===== src/rtl/dpram_port_arbiter.sv =====
// Round-robin arbiter that shares one synchronous-read RAM port between
// NUM_REQ requesters. Requests are accepted with a valid/ready handshake.
// One access issues per cycle, and every access (read or write) gets a
// response strobe two cycles after it is accepted.
//
// Ports:
//   clk, rst_n          clock; asynchronous active-low reset
//   req_valid/req_ready per-requester request handshake (ready is one-hot or zero)
//   req_we              per-requester write enable (1=write, 0=read)
//   req_addr/req_wdata  flat per-requester address / write data
//   rsp_valid           per-requester response strobe (one-hot or zero)
//   rsp_rdata           read data for the strobed requester (old word on writes)
//   ram_we/ram_addr/ram_wdata  registered RAM port controls
//   ram_rdata           RAM read data (registered inside the RAM, 1-cycle)
module dpram_port_arbiter #(
  parameter int unsigned NUM_REQ    = 4,
  parameter int unsigned DATA_WIDTH = 32,
  parameter int unsigned ADDR_WIDTH = 8
) (
  input  logic                          clk,
  input  logic                          rst_n,
  input  logic [NUM_REQ-1:0]            req_valid,
  output logic [NUM_REQ-1:0]            req_ready,
  input  logic [NUM_REQ-1:0]            req_we,
  input  logic [NUM_REQ*ADDR_WIDTH-1:0] req_addr,
  input  logic [NUM_REQ*DATA_WIDTH-1:0] req_wdata,
  output logic [NUM_REQ-1:0]            rsp_valid,
  output logic [DATA_WIDTH-1:0]         rsp_rdata,
  output logic                          ram_we,
  output logic [ADDR_WIDTH-1:0]         ram_addr,
  output logic [DATA_WIDTH-1:0]         ram_wdata,
  input  logic [DATA_WIDTH-1:0]         ram_rdata
);

  localparam int unsigned ID_W = (NUM_REQ > 1) ? $clog2(NUM_REQ) : 1;

  typedef logic [ID_W-1:0] id_t;

  id_t                   rr_ptr_q,    rr_ptr_d;
  logic                  ram_we_q,    ram_we_d;
  logic [ADDR_WIDTH-1:0] ram_addr_q,  ram_addr_d;
  logic [DATA_WIDTH-1:0] ram_wdata_q, ram_wdata_d;
  logic                  s1_vld_q,    s1_vld_d;
  id_t                   s1_id_q,     s1_id_d;
  logic                  s2_vld_q,    s2_vld_d;
  id_t                   s2_id_q,     s2_id_d;

  logic                  grant_vld;
  id_t                   grant_id;
  logic                  sel_we;
  logic [ADDR_WIDTH-1:0] sel_addr;
  logic [DATA_WIDTH-1:0] sel_wdata;

  // Round-robin search starting at rr_ptr, wrapping modulo NUM_REQ
  always_comb begin : p_arb
    int unsigned cand;
    grant_vld = 1'b0;
    grant_id  = '0;
    cand      = 0;
    for (int unsigned k = 0; k < NUM_REQ; k++) begin
      cand = (32'(rr_ptr_q) + k) % NUM_REQ;
      if (!grant_vld && req_valid[id_t'(cand)]) begin
        grant_vld = 1'b1;
        grant_id  = id_t'(cand);
      end
    end
  end

  // Select the granted requester's payload
  always_comb begin
    sel_we    = 1'b0;
    sel_addr  = '0;
    sel_wdata = '0;
    for (int unsigned i = 0; i < NUM_REQ; i++) begin
      if (grant_id == id_t'(i)) begin
        sel_we    = req_we[i];
        sel_addr  = req_addr[i*ADDR_WIDTH +: ADDR_WIDTH];
        sel_wdata = req_wdata[i*DATA_WIDTH +: DATA_WIDTH];
      end
    end
  end

  // Ready is gated by rst_n so nothing is handshaken while reset is held
  always_comb begin
    req_ready = '0;
    if (grant_vld && rst_n) begin
      req_ready[grant_id] = 1'b1;
    end
  end

  // Next-state: pointer advance, issue stage, and response pipeline
  always_comb begin
    rr_ptr_d    = rr_ptr_q;
    ram_we_d    = 1'b0;
    ram_addr_d  = ram_addr_q;
    ram_wdata_d = ram_wdata_q;
    s1_vld_d    = grant_vld;
    s1_id_d     = grant_id;
    s2_vld_d    = s1_vld_q;
    s2_id_d     = s1_id_q;
    if (grant_vld) begin
      rr_ptr_d    = (grant_id == id_t'(NUM_REQ - 1)) ? '0 : grant_id + id_t'(1);
      ram_we_d    = sel_we;
      ram_addr_d  = sel_addr;
      ram_wdata_d = sel_wdata;
    end
  end

  always_ff @(posedge clk or negedge rst_n) begin
    if (!rst_n) begin
      rr_ptr_q    <= '0;
      ram_we_q    <= 1'b0;
      ram_addr_q  <= '0;
      ram_wdata_q <= '0;
      s1_vld_q    <= 1'b0;
      s1_id_q     <= '0;
      s2_vld_q    <= 1'b0;
      s2_id_q     <= '0;
    end else begin
      rr_ptr_q    <= rr_ptr_d;
      ram_we_q    <= ram_we_d;
      ram_addr_q  <= ram_addr_d;
      ram_wdata_q <= ram_wdata_d;
      s1_vld_q    <= s1_vld_d;
      s1_id_q     <= s1_id_d;
      s2_vld_q    <= s2_vld_d;
      s2_id_q     <= s2_id_d;
    end
  end

  // Response: RAM data lines up with the stage-2 tag
  always_comb begin
    rsp_valid = '0;
    if (s2_vld_q) begin
      rsp_valid[s2_id_q] = 1'b1;
    end
    rsp_rdata = ram_rdata;
  end

  assign ram_we    = ram_we_q;
  assign ram_addr  = ram_addr_q;
  assign ram_wdata = ram_wdata_q;

endmodule

===== config.mk =====
export PLATFORM = sky130hd
export DESIGN_NAME = dpram_port_arbiter
export DESIGN_NICKNAME = d
export VERILOG_FILES = /design/src/rtl/dpram_port_arbiter.sv
export SDC_FILE = /design/constraint.sdc
export NUM_CORES = 1
export LEC_CHECK = 0
export CAP_MARGIN = 20
export CORE_AREA = 2 2 109 111
export CTS_CLUSTER_DIAMETER = 40
export DETAILED_ROUTE_END_ITERATION = 10
export DIE_AREA = 0 0 111 113
export PLACE_DENSITY = 0.81
export SETUP_SLACK_MARGIN = 0.4
export SLEW_MARGIN = 20
export SYNTH_ARGS = -nofsm -noshare
export SYNTH_HDL_FRONTEND = slang
export SYNTH_SLANG_ARGS = --single-unit

===== constraint.sdc =====
create_clock -name clk -period 7.2 [get_ports clk]
set_clock_uncertainty 0.1 [all_clocks]
set_input_delay 1.8 -clock clk [delete_from_list [all_inputs] [get_ports clk]]
set_output_delay 1.8 -clock clk [all_outputs]
set_load 0.05 [all_outputs]

==> impl_metrics.prom <==
# TYPE chip_impl_metric gauge
chip_impl_metric{name="post_dp_cell_area",unit="um^2"} 5580
chip_impl_metric{name="crit_fanout",unit=""} 88
chip_impl_metric{name="clkTransAtPathRegs",unit="ns"} 0.06
chip_impl_metric{name="vias_per_cell",unit=""} 5.19
chip_impl_metric{name="post_synthesis_async_set_or_reset_flop_share",unit=""} 1.00
chip_impl_metric{name="final_hold_viol_count",unit=""} 0
chip_impl_info{name="synth_area_leader_cell",value="sky130_fd_sc_hd__dfrtp_1"} 1
chip_impl_metric{name="tritoncts_num_sinks",unit=""} 49
chip_impl_metric{name="share_of_layout_cells_above_drive_strength_1",unit=""} 0.0435
chip_impl_metric{name="post-synth-top-area-fraction",unit=""} 0.344
chip_impl_metric{name="design_power_total",unit="mW"} 2.30
chip_impl_metric{name="cts_repair_resize_count",unit=""} 0
chip_impl_info{name="cts_tree",value="done"} 1
chip_impl_metric{name="holdBufCountCts",unit=""} 0
chip_impl_metric{name="wl",unit="um"} 11500
chip_impl_metric{name="htree_num_levels",unit=""} 2
chip_impl_metric{name="grt_first_pass_wirelength",unit="um"} 17900
chip_impl_metric{name="die_height",unit="um"} 113
chip_impl_metric{name="routedWlPerCell",unit="um"} 15.5
chip_impl_metric{name="area_delta_synth_final",unit="%"} 60.7
chip_impl_metric{name="global_route.overflow_total",unit=""} 0
chip_impl_metric{name="vdd.ir_drop.worst",unit="mV"} 0.272
chip_impl_metric{name="synth.net_count",unit=""} 646
chip_impl_metric{name="yosys.cell_types.count",unit=""} 28
chip_impl_metric{name="cp_data_required_time",unit="ns"} 5.30
chip_impl_metric{name="place_congestion",unit=""} 0.835
chip_impl_info{name="unrepaired_setup_endpoints_after_global_routing",value="no"} 1
chip_impl_metric{name="grt_pass1_vias",unit=""} 3824
chip_impl_info{name="yosysMostFrequentCell",value="sky130_fd_sc_hd__nand2_1"} 1
chip_impl_metric{name="floorplan.io_pins",unit=""} 283
chip_impl_metric{name="synth.ff_latch_count",unit=""} 49
chip_impl_metric{name="io_buffer_count",unit=""} 218
chip_impl_metric{name="dp.final_hpwl",unit="um"} 8410
chip_impl_metric{name="via_count",unit=""} 3844
chip_impl_info{name="ys_top_cells_by_area",value="sky130_fd_sc_hd__dfrtp_1 (34%), sky130_fd_sc_hd__a221oi_1 (10%), sky130_fd_sc_hd__o22a_1 (9.8%)"} 1
chip_impl_metric{name="final_antenna_net_count",unit=""} 0
chip_impl_info{name="run_status",value="finished, final reports clean"} 1
chip_impl_metric{name="drt_iter0_drc",unit=""} 206
chip_impl_metric{name="number_of_warning_messages_in_the_yosys_log",unit=""} 0
chip_impl_info{name="cts_root_buffer",value="sky130_fd_sc_hd__clkbuf_16"} 1
chip_impl_metric{name="floorplan.initialDensity",unit=""} 0.317
chip_impl_metric{name="drt_drc_violations_left",unit=""} 0
chip_impl_info{name="synth_common_cells",value="sky130_fd_sc_hd__nand2_1 (84), sky130_fd_sc_hd__dfrtp_1 (49), sky130_fd_sc_hd__a21oi_1 (42), sky130_fd_sc_hd__nand3b_1 (42)"} 1
chip_impl_metric{name="dr.pass1.iters",unit=""} 5
chip_impl_info{name="end_kind",value="output port"} 1
chip_impl_metric{name="post_cts.repair.setup_buffers",unit=""} 0
chip_impl_metric{name="synth_cell_area",unit="um^2"} 3570
chip_impl_metric{name="count_of_flip_flops_with_a_built_in_enable_after_synthesis",unit=""} 0
chip_impl_info{name="worst_setup_sp_type",value="input pin"} 1
chip_impl_metric{name="insertedDiodeCount",unit=""} 0
chip_impl_metric{name="final_design_area_no_fill",unit="um^2"} 5730
chip_impl_info{name="worstSetupPathType",value="in -> out"} 1
chip_impl_metric{name="maxSlewViolCount",unit=""} 0
chip_impl_metric{name="pwr_density_cell",unit="nW/um^2"} 402
chip_impl_metric{name="rows",unit=""} 39
chip_impl_metric{name="die_w",unit="um"} 111
chip_impl_metric{name="setup_violations",unit=""} 0
chip_impl_metric{name="p_leak",unit="nW"} 2.49
chip_impl_metric{name="grtUsageTotal",unit=""} 0.173
chip_impl_metric{name="max-slew-margin-rel",unit=""} 0.427
chip_impl_metric{name="grt_max_degree",unit=""} 89
chip_impl_metric{name="worst_ep_arrival_time",unit="ns"} 3.96
chip_impl_metric{name="worst_pin_slew",unit="ns"} 0.859
chip_impl_metric{name="setup_total_negative_slack",unit="ns"} 0
chip_impl_metric{name="placeableCoreArea",unit="um^2"} 11300
chip_impl_metric{name="grt_antenna_before_repair",unit=""} 0
chip_impl_metric{name="fp.dieArea",unit="um^2"} 12500
chip_impl_metric{name="final_nets",unit=""} 803
chip_impl_metric{name="final.min_clock_period",unit="ns"} 5.86
chip_impl_metric{name="max_freq",unit="MHz"} 171
chip_impl_info{name="hold_class",value="reg -> reg"} 1
chip_impl_metric{name="clock_tree.buffer_depth",unit=""} 2
chip_impl_metric{name="final.period_utilization",unit=""} 0.814
chip_impl_metric{name="syn-mean-instance-area",unit="um^2"} 8.11
chip_impl_metric{name="cts_made_buffers",unit=""} 5
chip_impl_metric{name="synth_cells",unit=""} 440
chip_impl_metric{name="layout.filler_cells",unit=""} 1063
chip_impl_metric{name="timing.max_cap.violations",unit=""} 0
chip_impl_metric{name="clock_insertion_delay_worst_skew",unit="ns"} 0.28
chip_impl_info{name="dominantRegCellSynth",value="sky130_fd_sc_hd__dfrtp_1"} 1
chip_impl_metric{name="worst_hold_slack",unit="ns"} 0.258
chip_impl_metric{name="part_of_the_yosys_area_used_for_sequential_elements",unit=""} 0.344
[worst paths after layout]
kind / startpoint / endpoint / slack [ns] / cells after the start
hold / removal: s1_id_q[1] / s2_id_q[1] / 0.26 / 0
hold reg to reg: s1_id_q[1] / s2_id_q[1] / 0.26 / 0
setup reg to reg: rr_ptr_q[0] / ram_wdata[1] / 4.24 / 8
setup / recovery: req_valid[0] / req_ready[0] / 1.34 / 5
min in group asynchronous: rst_n / rr_ptr_q[0] / 1.42 / 1
max in group asynchronous: rst_n / ram_addr[7] / 4.79 / 2
[layer usage]
metal  vias to the layer above  track usage  part of all wire
met4                         0       0.0725             0.033
met1                      1772        0.181              0.37
met5                         -            0                 0
met3                        36       0.0530             0.090
li1                       1840            -                 -
met2                       196        0.321              0.50
[cell usage in the layout, fill, tap and decap left out, drive strengths merged, types with 2 or more instances in the layout]
cell,count
clkdlybuf4s50,213
nand2,84
dfrtp,49
nand3b,42
a21oi,42
a221oi,41
inv,41
o22a,40
buf,11
clkbuf,7
and3,6
ha,4
nand2b,2
o21ai,2
nor2,2
[power breakdown]
part | total [mW] | switching, mW | internal, mW
combinational | 1.58 | 0.946 | 0.632
sequential | 0.485 | 0.0758 | 0.409
clock | 0.241 | 0.0937 | 0.147
total | 2.30 | 1.12 | 1.19
[flip-flops by register name, summed over array words and instances, names as in the netlist]
name       flops
s2_vld_q       1
s2_id_q        2
ram_we         1
ram_wdata     32
s1_vld_q       1
rr_ptr_q       2
s1_id_q        2
ram_addr       8
[logic make-up after synthesis]
group | synth area share
adder cells (fa/ha/maj) | 0.0140
AND/OR/NAND/NOR | 0.201
multiplexers | 0.00701
AO/OA/AOI/OAI | 0.273
buffers and inverters | 0.161
flip-flops | 0.344
[critical path: stages]
cell                              delay, ns
sky130_fd_sc_hd__clkdlybuf4s50_1       0.47
sky130_fd_sc_hd__or4_2                 0.72
sky130_fd_sc_hd__buf_4                 0.37
sky130_fd_sc_hd__and3_1                0.36
sky130_fd_sc_hd__buf_12                0.15
[area by class of cell]
class / count / area, um^2 / share of cell area
inverter: 41 / 154 / 0.0268
sequential: 49 / 1230 / 0.214
clock inverter: 1 / 5.00 / 0.000873
timing repair buffer: 224 / 2240 / 0.390
tap: 143 / 179 / 0.0312
multi-input combinational: 276 / 1780 / 0.310
clock buffer: 7 / 153 / 0.0266
[stage by stage]
stage / worst slack, ns / utilization / cells
floorplan: 1.31 / - / 440
global placement: 1.44 / 0.495 / 733
detailed placement: 1.39 / 0.495 / 733
CTS: 1.39 / 0.509 / 741
global route: 1.27 / 0.509 / 741
finish: 1.34 / 0.509 / 741
Power figures use the tool's default switching activity.
